--- config.mk ---
export PLATFORM = sky130hd
export DESIGN_NAME = if_prefetch_queue
export DESIGN_NICKNAME = d
export VERILOG_FILES = /design/src/rtl/if_prefetch_queue.sv
export SDC_FILE = /design/constraint.sdc
export NUM_CORES = 1
export LEC_CHECK = 0
export CAP_MARGIN = 10
export CORE_MARGIN = 1
export CORE_UTILIZATION = 49
export DETAILED_ROUTE_END_ITERATION = 8
export PLACE_DENSITY = 0.84
export SYNTH_ARGS = -nofsm -noshare
export SYNTH_HDL_FRONTEND = slang
export SYNTH_SLANG_ARGS = --single-unit
--- constraint.sdc ---
create_clock -name CLK -period 4 [get_ports CLK]
set_clock_uncertainty 0.15 [all_clocks]
set_input_delay 0.6 -clock CLK [delete_from_list [all_inputs] [get_ports CLK]]
set_output_delay 0.6 -clock CLK [all_outputs]
set_load 0.01 [all_outputs]
--- src/rtl/if_prefetch_queue.sv ---
// -----------------------------------------------------------------------------
// if_prefetch_queue
//
// Instruction-fetch stage sitting directly in front of a byte-addressed,
// big-endian instruction ROM. It owns the fetch PC, drives the ROM read
// strobe and address, captures each returned word into a small FIFO and
// presents {pc, instruction} pairs to decode over a valid/ready handshake.
// A redirect flushes the FIFO and reloads the fetch PC (word aligned).
//
// Ports:
//   CLK             rising-edge clock
//   nRST            asynchronous active-low reset
//   rom_nRD         ROM read enable, active low (high whenever no fetch)
//   rom_addr        ROM byte address, always equal to the fetch PC
//   rom_data        ROM word, combinational from rom_addr
//   redirect_valid  flush the queue and reload the fetch PC this cycle
//   redirect_pc     new fetch PC (low two bits ignored)
//   out_valid       head entry is valid
//   out_ready       decode accepts the head entry
//   out_pc          PC of the head entry (0 when empty)
//   out_inst        instruction of the head entry (0 when empty)
//   fetch_end       fetch PC has run past the ROM end; fetching halted
// -----------------------------------------------------------------------------
module if_prefetch_queue #(
    parameter int unsigned DEPTH     = 4,
    parameter logic [31:0] RESET_PC  = 32'h0000_0000,
    parameter int unsigned ROM_BYTES = 100
) (
    input  logic        CLK,
    input  logic        nRST,
    output logic        rom_nRD,
    output logic [31:0] rom_addr,
    input  logic [31:0] rom_data,
    input  logic        redirect_valid,
    input  logic [31:0] redirect_pc,
    output logic        out_valid,
    input  logic        out_ready,
    output logic [31:0] out_pc,
    output logic [31:0] out_inst,
    output logic        fetch_end
);

    localparam int unsigned AW = $clog2(DEPTH);
    localparam int unsigned CW = $clog2(DEPTH + 1);

    localparam logic [CW-1:0] COUNT_FULL = CW'(DEPTH);
    localparam logic [32:0]   ROM_LIMIT  = 33'(ROM_BYTES);

    typedef struct packed {
        logic [31:0] pc;
        logic [31:0] inst;
    } entry_t;

    entry_t          mem [DEPTH];
    entry_t          head;
    logic [AW-1:0]   rd_ptr;
    logic [AW-1:0]   wr_ptr;
    logic [CW-1:0]   count;
    logic [31:0]     fetch_pc;

    logic            in_range;
    logic            pop;
    logic            fetch;

    // -------------------------------------------------------------------------
    // Fetch decision
    // -------------------------------------------------------------------------
    // in_range is evaluated in 33 bits so a PC near 0xFFFF_FFFC cannot wrap
    // around and look like a small, legal address.
    // A full queue may still fetch when the head leaves on the same edge,
    // which is what sustains one instruction per cycle.
    // nRST appears here directly so the ROM strobe drops the instant reset
    // asserts, without waiting for a clock.
    // NOTE: every signal driven in an always_comb gets a value on every path
    // (here trivially, as plain assignments); a missing branch infers a latch.
    always_comb begin
        in_range = (({1'b0, fetch_pc} + 33'd4) <= ROM_LIMIT);
        pop      = (count != '0) & out_ready;
        fetch    = nRST & ~redirect_valid & in_range & ((count != COUNT_FULL) | pop);
    end

    assign rom_addr  = fetch_pc;
    assign rom_nRD   = ~fetch;
    assign fetch_end = ~in_range;

    // -------------------------------------------------------------------------
    // Control state: pointers, occupancy and fetch PC
    // -------------------------------------------------------------------------
    // Redirect wins over everything: a pop accepted by decode in the redirect
    // cycle is simply discarded along with the rest of the queue.
    // NOTE: sequential state uses non-blocking assignments so every register
    // samples the pre-edge values regardless of statement order.
    always_ff @(posedge CLK or negedge nRST) begin
        if (!nRST) begin
            rd_ptr   <= '0;
            wr_ptr   <= '0;
            count    <= '0;
            fetch_pc <= RESET_PC;
        end else if (redirect_valid) begin
            rd_ptr   <= '0;
            wr_ptr   <= '0;
            count    <= '0;
            fetch_pc <= redirect_pc & 32'hFFFF_FFFC;
        end else begin
            if (fetch) begin
                wr_ptr   <= wr_ptr + AW'(1);
                fetch_pc <= fetch_pc + 32'd4;
            end
            if (pop) begin
                rd_ptr <= rd_ptr + AW'(1);
            end
            case ({fetch, pop})
                2'b10:   count <= count + CW'(1);
                2'b01:   count <= count - CW'(1);
                default: count <= count;
            endcase
        end
    end

    // -------------------------------------------------------------------------
    // Storage
    // -------------------------------------------------------------------------
    // NOTE: the storage array has no reset; an entry is only ever read after
    // it has been written, because out_valid is derived from count.
    // fetch already includes nRST, so no write can happen during reset.
    always_ff @(posedge CLK) begin
        if (fetch) begin
            mem[wr_ptr] <= '{pc: fetch_pc, inst: rom_data};
        end
    end

    // -------------------------------------------------------------------------
    // Output: head of queue, forced to zero when empty
    // -------------------------------------------------------------------------
    assign head      = mem[rd_ptr];
    assign out_valid = (count != '0);
    assign out_pc    = out_valid ? head.pc   : 32'h0;
    assign out_inst  = out_valid ? head.inst : 32'h0;

endmodule

==> flow_summary.html <==
<table>
<tr><th>Metric</th><th>Value</th></tr>
<tr><th colspan="2">Yosys</th></tr>
<tr><td>Area share of the leading cell type in the synthesized netlist</td><td>0.624</td></tr>
<tr><td>Register area share after synthesis</td><td>0.702</td></tr>
<tr><td>Count of state elements after synthesis</td><td>around 290</td></tr>
<tr><td>Average cell area after synthesis</td><td>approximately 18 sq um</td></tr>
<tr><td>Count of flip-flops with a built-in enable after synthesis</td><td>between 200 and 250</td></tr>
<tr><td>Top cells by area in the synthesized netlist</td><td>sky130_fd_sc_hd__edfxtp_1, sky130_fd_sc_hd__mux4_2, sky130_fd_sc_hd__dfrtp_1, sky130_fd_sc_hd__and2_1, sky130_fd_sc_hd__mux2_2</td></tr>
<tr><td>Number of distinct library cells after synthesis</td><td>62</td></tr>
<tr><td>Number of instances in the synthesized netlist</td><td>664</td></tr>
<tr><td>Synthesized cell area</td><td>about 12000 sq um</td></tr>
<tr><td>Leading cell types by count after synthesis</td><td>sky130_fd_sc_hd__edfxtp_1, sky130_fd_sc_hd__and2_1, sky130_fd_sc_hd__mux4_2</td></tr>
<tr><td>Most area-hungry cell type in the Yosys netlist</td><td>sky130_fd_sc_hd__edfxtp_1</td></tr>
<tr><td>Asr flop ratio synth</td><td>0.130</td></tr>
<tr><td>Most instantiated library cell after synthesis</td><td>sky130_fd_sc_hd__edfxtp_1</td></tr>
<tr><td>Yosys synthesis warning count</td><td>0</td></tr>
<tr><td>Top_reg_cell synth</td><td>sky130_fd_sc_hd__edfxtp_1</td></tr>
<tr><th colspan="2">Place</th></tr>
<tr><td>Pre-CTS setup slack</td><td>0.234 ns</td></tr>
<tr><td>Hpwl dp</td><td>about 16000 um</td></tr>
<tr><td>Area post-placement</td><td>around 14000 sq um</td></tr>
<tr><td>Placer congestion estimate</td><td>0.899</td></tr>
<tr><td>Number of cells after detailed placement</td><td>about 1.2k</td></tr>
<tr><td>Quantity of I/O buffers inserted on ports</td><td>160</td></tr>
<tr><th colspan="2">Finish</th></tr>
<tr><td>Footprint of the multi-input gates</td><td>3370 sq um</td></tr>
<tr><td>P&amp;R area growth vs syn</td><td>28.1%</td></tr>
<tr><td>Number of fill cells</td><td>around 1.7k</td></tr>
<tr><td>Design area</td><td>around 15000 sq um</td></tr>
<tr><td>Reg area</td><td>about 8400 sq um</td></tr>
<tr><td>Non-Filler Instances</td><td>around 1.2k</td></tr>
<tr><td>Layout net count</td><td>948</td></tr>
<tr><td>Number of antenna repair diodes</td><td>0</td></tr>
<tr><td>Share of cells above drive strength 1</td><td>0.232</td></tr>
<tr><td>Util after Layout</td><td>0.645</td></tr>
<tr><th colspan="2">Critical path</th></tr>
<tr><td>Data required time of the worst path</td><td>~3.3 ns</td></tr>
<tr><td>Crit end category</td><td>output port</td></tr>
<tr><td>Kind of launch point of the worst setup path</td><td>register</td></tr>
<tr><td>Peak fanout along the critical path</td><td>6</td></tr>
<tr><td>CP Class</td><td>register to output port</td></tr>
<tr><td>Data arrival, critical path</td><td>approximately 3.1 ns</td></tr>
<tr><th colspan="2">STA</th></tr>
<tr><td>Worst hold slack across all endpoints</td><td>between 0.4 and 0.5 ns</td></tr>
<tr><td>Unrepaired setup endpoints after global routing</td><td>false</td></tr>
<tr><td>Worst-case headroom to the max-slew limit</td><td>0.561</td></tr>
<tr><td>Tcrit/Tclk final</td><td>0.972</td></tr>
<tr><td>Worst-Margin Slew</td><td>between 0.6 and 0.7 ns</td></tr>
<tr><td>Shortest clock period the worst path allows after layout</td><td>approximately 3.9 ns</td></tr>
<tr><td>Pins Over Slew Limit</td><td>0</td></tr>
<tr><td>Highest attainable clock frequency</td><td>0.257 GHz</td></tr>
<tr><td>Final hold viol count</td><td>0</td></tr>
<tr><td>Setup violations, final</td><td>0</td></tr>
<tr><td>Final worst-path setup slack</td><td>0.112 ns</td></tr>
<tr><td>Post-Route Setup TNS</td><td>0 ns</td></tr>
<tr><th colspan="2">Power</th></tr>
<tr><td>Power density cells</td><td>between 400 and 500 nW/um^2</td></tr>
<tr><td>Worst IR drop on VDD</td><td>0.323 mV</td></tr>
<tr><td>Total design power</td><td>between 6 and 7 mW</td></tr>
<tr><td>Static Leakage</td><td>5.04 nW</td></tr>
<tr><th colspan="2">Clock network</th></tr>
<tr><td>TritonCTS clock tree</td><td>yes</td></tr>
<tr><td>Total number of H-tree levels</td><td>1</td></tr>
<tr><td>Clock Sinks</td><td>approximately 290</td></tr>
<tr><td>Clock insertion delay at the later pin of the skew report</td><td>between 0.5 and 0.6 ns</td></tr>
<tr><td>Root buffer cell</td><td>sky130_fd_sc_hd__clkbuf_16</td></tr>
<tr><td>TritonCTS Buffers</td><td>29</td></tr>
<tr><td>Clock transition at the registers of the reported paths</td><td>about 0.060 ns</td></tr>
<tr><td>Largest buffer count on any clock path</td><td>3</td></tr>
<tr><th colspan="2">Floorplan</th></tr>
<tr><td>Standard-cell rows</td><td>56</td></tr>
<tr><td>IO Count</td><td>167</td></tr>
<tr><td>Initial Util</td><td>0.504</td></tr>
<tr><td>Die width</td><td>between 150 and 200 um</td></tr>
<tr><td>Total Die Area</td><td>25000 sq um</td></tr>
<tr><td>Core box area</td><td>23700 sq um</td></tr>
<tr><td>Die extent in y</td><td>158 um</td></tr>
<tr><th colspan="2">Hold path</th></tr>
<tr><td>Hold crit path type</td><td>register to register</td></tr>
<tr><th colspan="2">Run</th></tr>
<tr><td>Number of max-cap violations</td><td>0</td></tr>
<tr><th colspan="2">Drt</th></tr>
<tr><td>Iteration-0 DRC Markers</td><td>roughly 530</td></tr>
<tr><td>Final Routed Wirelength</td><td>approximately 26000 um</td></tr>
<tr><td>Via count normalized by instance count</td><td>approximately 5.7</td></tr>
<tr><td>Average wire per cell in the routed design</td><td>around 21 um</td></tr>
<tr><td>Number of search-and-repair iterations in the first detailed-routing pass</td><td>7</td></tr>
<tr><td>Detailed-route via count</td><td>6862</td></tr>
<tr><td>Count of unresolved DRC violations after routing</td><td>0</td></tr>
<tr><td>ANT nets after route</td><td>0</td></tr>
<tr><th colspan="2">GRT</th></tr>
<tr><td>Wire length of the first global-routing pass</td><td>39200 um</td></tr>
<tr><td>Initial antenna violation count</td><td>1</td></tr>
<tr><td>Vias in the first global route</td><td>7134</td></tr>
<tr><td>Tot GR Track Use</td><td>0.209</td></tr>
<tr><td>Global-route congestion overflow total</td><td>0</td></tr>
<tr><td>Pin count of the biggest net entering global routing</td><td>47</td></tr>
<tr><th colspan="2">Run status</th></tr>
<tr><td>Result of the run</td><td>completed</td></tr>
</table>
==> cell usage in the layout (no fill, tap or decap), drive strengths merged, types with 5 or more instances in the layout <==
cell           instances
edfxtp               248
clkdlybuf4s50        157
and2                  72
mux4                  62
buf                   52
clkbuf                41
dfrtp                 37
mux2                  26
nand2                 15
nand3                 15
nor2                  14
inv                   12
o21ai                 10
and3                  10
nor4                   9
nand4                  8
nor3                   8
or3                    7
clkinv                 7
mux2i                  6
ha                     6
a41oi                  5
and4                   5
a211oi                 5
==> report_power, final <==
part           total [mW]  switching, mW  internal, mW  leakage [nW]
clock network        2.67           1.06          1.61         0.459
registers            3.32         0.0415          3.28          2.67
logic               0.437          0.215         0.223          1.91
total                6.43           1.31          5.12          5.04
==> kinds of logic (layout without fill, tap and decap cells) <==
family	Yosys count	in the layout	synth area share
flops	285	285	0.702
buf+inv	48	276	0.0192
other cells	1	4	0.000314
xor+xnor	7	7	0.00514
compound gates	42	42	0.0264
fa+ha+maj	7	7	0.00797
mux	94	94	0.147
simple gates	180	180	0.0925
==> worst max-delay path, stage by stage, from the launching register on <==
cell and delay [ns]:
sky130_fd_sc_hd__dfrtp_1 0.39, sky130_fd_sc_hd__nand3_4 0.11, sky130_fd_sc_hd__or4_4 0.59, sky130_fd_sc_hd__or4_1 0.55
sky130_fd_sc_hd__a211oi_2 0.22, sky130_fd_sc_hd__and3_1 0.19, sky130_fd_sc_hd__and4_4 0.23, sky130_fd_sc_hd__inv_2 0.05
sky130_fd_sc_hd__dlygate4sd2_1 0.28
==> worst paths after layout <==
check / start / endpoint / slack, ns / cells after the start
setup / recovery: rom_addr[11] / rom_nRD / 0.11 / 8
hold / removal: wr_ptr[0] / wr_ptr[0] / 0.44 / 1
min in group asynchronous: nRST / rom_addr[19] / 0.53 / 3
hold reg to reg: wr_ptr[0] / wr_ptr[0] / 0.44 / 1
max in group asynchronous: nRST / rd_ptr[1] / 2.76 / 3
setup reg to reg: rom_addr[11] / count[1] / 0.45 / 10
==> routing by layer <==
| layer | share of wire | GRT usage |
|---|---|---|
| met5 | 0.00074 | 0 |
| met4 | 0.015 | 0.0462 |
| met3 | 0.064 | 0.0339 |
| met2 | 0.51 | 0.373 |
| met1 | 0.41 | 0.270 |
==> timing repair <==
action                     CTS  global route
setup endpoints to repair    2             2
resized for setup            3             5
pin swaps                    0             5
buffers inserted             1             7
hold buffers                 1             0
hold endpoints to repair     1             0
==> sequential cells by signal (all words and copies together), names as in the netlist <==
register  flops
mem         248
rom_addr     30
count         3
rd_ptr        2
wr_ptr        2
==> final cells by class <==
type	count	area share
sequential	285	0.549
multi-input combinational	334	0.220
timing repair buffer	212	0.141
clock buffer	41	0.0511
tap	319	0.0261
clock inverter	12	0.0105
inverter	11	0.00270
Note: power is estimated with default switching activity, not from simulation.
